File: src/rtl/writeback_stage_pkg.sv
`default_nettype none
// ============================================================================
// Module  : writeback_stage_pkg
// Purpose : Shared Y86-64 encodings and bus widths for the writeback stage
//           and its register file: status codes, the "no register" index,
//           and a helper that classifies terminating status codes.
// Ports   : none (package)
// Rev     : 1.0  initial release
// ============================================================================
package writeback_stage_pkg;

    // Bus widths
    localparam int c_STAT_W  = 3;
    localparam int c_ADDR_W  = 64;
    localparam int c_ICODE_W = 4;
    localparam int c_DATA_W  = 64;
    localparam int c_REG_W   = 4;

    // Status encodings; c_STAT_ZERO marks a pipeline bubble
    localparam logic [c_STAT_W-1:0] c_STAT_ZERO = 3'd0;
    localparam logic [c_STAT_W-1:0] c_SAOK      = 3'd1;
    localparam logic [c_STAT_W-1:0] c_SHLT      = 3'd2;
    localparam logic [c_STAT_W-1:0] c_SADR      = 3'd3;
    localparam logic [c_STAT_W-1:0] c_SINS      = 3'd4;

    // Register index meaning "no register"
    localparam logic [c_REG_W-1:0]  c_NREG      = 4'hF;

    // True for the status codes that stop the machine
    function automatic logic is_terminal(input logic [c_STAT_W-1:0] stat);
        return (stat == c_SHLT) || (stat == c_SADR) || (stat == c_SINS);
    endfunction

endpackage
`default_nettype wire

File: src/rtl/writeback_stage_regfile.sv
`default_nettype none
// ============================================================================
// Module  : writeback_stage_regfile
// Purpose : Y86-64 architectural register file. NUM_REGS x DATA_W entries,
//           two write ports (E and M, M has priority on the same index),
//           two purely combinational read ports, synchronous reset.
//           Index c_NREG is never stored: writes to it are dropped and reads
//           of it return zero.
// Ports   : clk, rst            clock / synchronous active-high reset
//           i_we                global write enable (instruction commits)
//           i_dstE, i_valE      E write port
//           i_dstM, i_valM      M write port
//           i_srcA, i_srcB      read addresses
//           o_rvalA, o_rvalB    read data
// Rev     : 1.0  initial release
// ============================================================================
module writeback_stage_regfile
    import writeback_stage_pkg::*;
#(
    parameter int NUM_REGS = 15,
    parameter int DATA_W   = 64
) (
    input  logic               clk,
    input  logic               rst,
    input  logic               i_we,
    input  logic [c_REG_W-1:0] i_dstE,
    input  logic [DATA_W-1:0]  i_valE,
    input  logic [c_REG_W-1:0] i_dstM,
    input  logic [DATA_W-1:0]  i_valM,
    input  logic [c_REG_W-1:0] i_srcA,
    input  logic [c_REG_W-1:0] i_srcB,
    output logic [DATA_W-1:0]  o_rvalA,
    output logic [DATA_W-1:0]  o_rvalB
);

    logic [DATA_W-1:0] r_regs [0:NUM_REGS-1];
    logic [DATA_W-1:0] w_rvalA;
    logic [DATA_W-1:0] w_rvalB;

    // M is checked first so that popq %rsp leaves the popped value behind.
    // The loop index never reaches c_NREG, so those writes fall away.
    always_ff @(posedge clk) begin
        for (int i = 0; i < NUM_REGS; i++) begin
            if (rst) begin
                r_regs[i] <= '0;
            end else if (i_we && (i_dstM == c_REG_W'(i))) begin
                r_regs[i] <= i_valM;
            end else if (i_we && (i_dstE == c_REG_W'(i))) begin
                r_regs[i] <= i_valE;
            end
        end
    end

    // No write->read bypass: decode forwards from W itself.
    always_comb begin
        w_rvalA = '0;
        w_rvalB = '0;
        if (i_srcA < c_REG_W'(NUM_REGS)) w_rvalA = r_regs[i_srcA];
        if (i_srcB < c_REG_W'(NUM_REGS)) w_rvalB = r_regs[i_srcB];
    end

    assign o_rvalA = w_rvalA;
    assign o_rvalB = w_rvalB;

endmodule
`default_nettype wire

File: src/rtl/writeback_stage.sv
`default_nettype none
// ============================================================================
// Module  : writeback_stage
// Purpose : Consumer end of the W pipeline register. Commits W_valE/W_valM
//           into the register file, serves decode's read ports, and owns
//           architectural status: sticky halt, W stall, retire trace and
//           the instret / cycle counters.
// Ports   : clk_i, rst_i                 clock / sync active-high reset
//           W_stat_i .. W_dstM_i         instruction currently in W
//           d_srcA_i, d_srcB_i           decode read addresses
//           d_rvalA_o, d_rvalB_o         decode read data (0 for c_NREG)
//           W_stall_o                    freeze W (comb)
//           stat_o, halt_o               architectural status, sticky halt
//           retire_valid_o, retire_pc_o  retire trace (registered)
//           instret_o, cycle_o           free-running wrap-around counters
// Rev     : 1.0  initial release
// ============================================================================
module writeback_stage
    import writeback_stage_pkg::*;
#(
    parameter int NUM_REGS = 15,
    parameter int CNT_W    = 64
) (
    input  logic                 clk_i,
    input  logic                 rst_i,
    input  logic [c_STAT_W-1:0]  W_stat_i,
    input  logic [c_ADDR_W-1:0]  W_pc_i,
    input  logic [c_ICODE_W-1:0] W_icode_i,
    input  logic [c_DATA_W-1:0]  W_valE_i,
    input  logic [c_DATA_W-1:0]  W_valM_i,
    input  logic [c_REG_W-1:0]   W_dstE_i,
    input  logic [c_REG_W-1:0]   W_dstM_i,
    input  logic [c_REG_W-1:0]   d_srcA_i,
    input  logic [c_REG_W-1:0]   d_srcB_i,
    output logic [c_DATA_W-1:0]  d_rvalA_o,
    output logic [c_DATA_W-1:0]  d_rvalB_o,
    output logic                 W_stall_o,
    output logic [c_STAT_W-1:0]  stat_o,
    output logic                 halt_o,
    output logic                 retire_valid_o,
    output logic [c_ADDR_W-1:0]  retire_pc_o,
    output logic [CNT_W-1:0]     instret_o,
    output logic [CNT_W-1:0]     cycle_o
);

    logic                r_halt;
    logic [c_STAT_W-1:0] r_stat;
    logic                r_retire_valid;
    logic [c_ADDR_W-1:0] r_retire_pc;
    logic [CNT_W-1:0]    r_instret;
    logic [CNT_W-1:0]    r_cycle;

    logic w_terminal;
    logic w_commit;
    logic w_retire;

    // icode does not affect writeback: a nop with AOK status retires like
    // any other instruction. Kept on the port for trace/debug hookup.
    logic w_unused_icode;
    assign w_unused_icode = ^W_icode_i;

    assign w_terminal = is_terminal(W_stat_i);
    assign w_commit   = !r_halt && (W_stat_i == c_SAOK);
    // A halt instruction itself retires; faults and bubbles do not.
    assign w_retire   = !r_halt && ((W_stat_i == c_SAOK) || (W_stat_i == c_SHLT));

    writeback_stage_regfile #(
        .NUM_REGS (NUM_REGS),
        .DATA_W   (c_DATA_W)
    ) u_regfile (
        .clk     (clk_i),
        .rst     (rst_i),
        .i_we    (w_commit),
        .i_dstE  (W_dstE_i),
        .i_valE  (W_valE_i),
        .i_dstM  (W_dstM_i),
        .i_valM  (W_valM_i),
        .i_srcA  (d_srcA_i),
        .i_srcB  (d_srcB_i),
        .o_rvalA (d_rvalA_o),
        .o_rvalB (d_rvalB_o)
    );

    always_ff @(posedge clk_i) begin
        if (rst_i) begin
            r_halt         <= 1'b0;
            r_stat         <= c_SAOK;
            r_retire_valid <= 1'b0;
            r_retire_pc    <= '0;
            r_instret      <= '0;
            r_cycle        <= '0;
        end else begin
            // Once halted, everything freezes until reset.
            if (!r_halt) begin
                r_cycle <= r_cycle + CNT_W'(1);
                if (w_terminal) begin
                    r_halt <= 1'b1;
                    r_stat <= W_stat_i;
                end
            end
            r_retire_valid <= w_retire;
            if (w_retire) begin
                r_retire_pc <= W_pc_i;
                r_instret   <= r_instret + CNT_W'(1);
            end
        end
    end

    // Stall as soon as a terminating instruction sits in W, before halt latches.
    assign W_stall_o      = r_halt | w_terminal;
    assign stat_o         = r_stat;
    assign halt_o         = r_halt;
    assign retire_valid_o = r_retire_valid;
    assign retire_pc_o    = r_retire_pc;
    assign instret_o      = r_instret;
    assign cycle_o        = r_cycle;

endmodule
`default_nettype wire

File: config.mk
export PLATFORM = sky130hd
export DESIGN_NAME = writeback_stage
export DESIGN_NICKNAME = d
export VERILOG_FILES = /design/src/rtl/writeback_stage_pkg.sv /design/src/rtl/writeback_stage_regfile.sv /design/src/rtl/writeback_stage.sv
export SDC_FILE = /design/constraint.sdc
export NUM_CORES = 2
export LEC_CHECK = 0
export CORE_AREA = 2 2 358 449
export CTS_CLUSTER_DIAMETER = 40
export DETAILED_ROUTE_END_ITERATION = 6
export DIE_AREA = 0 0 360 451
export GPL_ROUTABILITY_DRIVEN = 1
export HOLD_SLACK_MARGIN = 0.05
export PLACE_DENSITY = 0.58
export SYNTH_ARGS = -nofsm -noshare
export SYNTH_HDL_FRONTEND = slang
export SYNTH_SLANG_ARGS = --single-unit
File: constraint.sdc
create_clock -name clk_i -period 11.5 [get_ports clk_i]
set_input_delay 2.875 -clock clk_i [delete_from_list [all_inputs] [get_ports clk_i]]
set_output_delay 2.875 -clock clk_i [all_outputs]
set_load 0.005 [all_outputs]
==> results by group <==
Status
  • Run status: finished, final reports clean

Pwr
  • Switching power: 2.82 mW
  • Leak: 25.9 nW
  • Clock Power Share: 46.5%
  • Combinational share of power: 10.9%
  • Reg power frac: 42.6%
  • Power Density: 148 nW/um^2
  • Internal power: 8.34 mW
  • Switching share of power: 25.3%
  • Final Power: 11.2 mW
  • Worst vdd ir: 0.153 mV

Die
  • Site Rows: 164
  • Initial Utilization: 39.7%
  • Io pins: 543
  • Core Area: 159000 um^2
  • Die H: 451 um
  • Die area: 162000 um^2
  • Die width: 360 um

Synth
  • Syn Std Cell Area: 62900 um^2
  • Synth Register Bits: 1157
  • Synthesis warning total: 0
  • Post-synth top cells: a22o_1 (960), edfxtp_1 (960), mux4_2 (512)
  • Post-synth EDFFs: 960
  • Seq/Total Area, Yosys: 52.1%
  • Share of the synthesized area in the top cell type: 45.8%
  • Cells after Synth: 4587
  • Netlist cell types: 45
  • Synth Net Count: 4806
  • Async SR Flop Fraction: 0%
  • Synth top area cells: edfxtp_1 (46%), mux4_2 (18%), a22o_1 (13%), dfxtp_1 (6.3%), clkbuf_1 (2.8%)
  • Area leader, netlist: edfxtp_1
  • Top_reg_cell synth: edfxtp_1
  • Syn_area_per_cell: 13.7 um^2

Final layout
  • Multi-input gate area: 28300 um^2
  • P&R area growth vs syn: 20.3%
  • Nets: 5066
  • Post-route cell area: 75700 um^2
  • Fin cells: 7083
  • Layout cells sized above 1: 19.2%
  • Number of fill cells: 13789
  • Final core utilization: 47.7%
  • Storage cell area: 32800 um^2

Routing
  • DRT iter0 DRCs: 5863
  • Total wire length: 256 mm
  • Avg WL per Cell: 36.1 um
  • Remaining DRCs: 0
  • TritonRoute pass-1 iters: 5
  • Vias: 48034
  • Post-route ant nets: 0
  • Post-DR vias/cell: 6.78

Placed design
  • Placer Congestion: 0.842
  • Dpl ws: 2.57 ns
  • DP HPWL: 142 mm
  • Placed instance area: 70000 um^2
  • Input/output buffers: 538
  • Placed instance count: 6756

STA
  • RSZ-0062 raised after global routing: no
  • Tcrit/Tclk final: 78.7%
  • Slew HR: 11.3%
  • Worst hold margin: 0.453 ns
  • Fmax achieved: 110 MHz
  • Slew @ Worst Pin: 1.33 ns
  • Final number of max-transition violations: 0
  • Fin crit period: 9.05 ns
  • Final setup margin: 2.45 ns
  • Setup_tns: 0 ns
  • Final Setup Violations: 0
  • Final hold violation count: 0
  • Clock Skews: 0.0392 ns

Setup path
  • CP Cell Sequence: buf_4 > buf_4 > mux4_2 > nor2b_1 > clkdlybuf4s50_1
  • Crit Path Max Fanout: 35
  • Critical path endpoint category: primary output
  • Largest stage delay, worst path: 0.92 ns
  • R2R Setup Slk: 6.37 ns
  • CP Launch Type: input pin
  • Most used cell, CP: buf_4
  • Slowest cell on the critical path: buf_4
  • WP data required: 8.63 ns
  • Arrival time of the worst setup path: 6.18 ns
  • WS Path Type: input pin to primary output

Clocking
  • Clk sinks: 1157
  • Post-CTS resize count: 0
  • Root Driver: clkbuf_16
  • Worst-Skew Late Latency: 0.82 ns
  • Clk buf depth: 3
  • Htree depth: 4
  • Post-CTS Setup Inserts: 0
  • Clk slew on worst S/H paths: 0.04 ns
  • CTS Buf Count: 164
  • CTS tree: yes
  • # hold bufs at CTS: 0

Flow run
  • Max cap viols: 0

GRT
  • GR Overflow Total: 0
  • Vias in the first global route: 48408
  • Largest net degree at the start of global routing: 98
  • First-pass GRT wire length: 357 mm
  • GRT Total Usage: 30.8%
  • Initial antenna violation count: 45

Hold path
  • Type of the tightest min-delay check: register to register
-- cell usage in the layout, fill, tap and decap left out, types with 6 or more instances in the layout --
master and n:
or3_1 41, nand2b_1 6, mux2i_1 129, or3_4 15, edfxtp_1 960, xnor2_1 18
and4_1 7, a22o_1 960, buf_4 93, clkinvlp_4 18, and2_1 6, xor2_1 48
inv_1 13, nor2_1 112, bufinv_16 15, nand4_1 67, nand3_1 49, or4_1 21
nor3_1 25, clkdlybuf4s50_1 529, o21ai_0 172, nand2_1 315, nor2_4 15, nor3_4 11
mux4_2 512, nor2b_1 134, a21oi_1 128, buf_12 9, clkbuf_16 171, nor4_1 11
diode_2 22, inv_6 23, clkinv_1 12, dfxtp_1 197, clkbuf_1 16, nand3b_1 6
clkinv_2 22, and3_1 14, o31ai_1 18, clkinv_4 16
-- state kept, by name (all words and copies together) (netlist names) --
register,count
halt_o,1
u_regfile.r_regs,960
cycle_o,64
stat_o,3
retire_valid_o,1
instret_o,64
retire_pc_o,64
-- metal layers --
metal  GRT usage (%)  vias to the layer above  wire length [um]
li1                -                    19322                 -
met1            36.1                    24551             87900
met2            51.7                     3315            125000
met3            7.88                      824             27500
met4            17.2                       22             15200
met5               0                        -               124
-- worst max-delay path, delay by kind of cell --
| kind | cells | cell delay [ns] |
|---|---|---|
| buffers and inverters | 3 | 2.21 |
| AND/OR/NAND/NOR | 1 | 0.65 |
| multiplexers | 1 | 0.38 |
-- worst paths after layout --
path                            cells past startpoint                  endpoint            start
worst min register to register                      2           retire_pc_o[63]  retire_pc_o[63]
worst max register to register                      6  u_regfile.r_regs[10][15]           halt_o
worst min-delay path                                2           retire_pc_o[63]  retire_pc_o[63]
worst max-delay path                                5             d_rvalA_o[32]      d_srcA_i[3]
-- power groups by stage --
stage / clock [mW] / sequential [mW] / combinational [mW]
after floorplan: 0 / 4.82 / 0.645
after global placement: 0 / 4.83 / 1.20
after detailed placement: 0 / 4.84 / 1.21
after CTS: 5.23 / 4.75 / 1.21
after global routing: 5.39 / 4.77 / 1.27
final: 5.19 / 4.76 / 1.22
-- area by class of cell --
type	instances	share of cell area (%)
clock inverters	114	1.59
flip-flops and latches	1157	43.3
repair buffers	638	8.28
inverters	13	0.0645
clock buffers	191	5.81
diodes	22	0.0728
well taps	2075	3.43
multi-input cells	2873	37.4
-- cells by family after synthesis --
group | Yosys count | share of synthesized area (%)
multiplexers | 641 | 20.4
AND/OR/NAND/NOR | 880 | 7.13
adder cells (fa/ha/maj) | 2 | 0.0398
buffers and inverters | 557 | 3.36
AO/OA/AOI/OAI | 1284 | 16.1
flip-flops | 1157 | 52.1
XOR/XNOR | 66 | 0.919
Power figures use the tool's default switching activity.
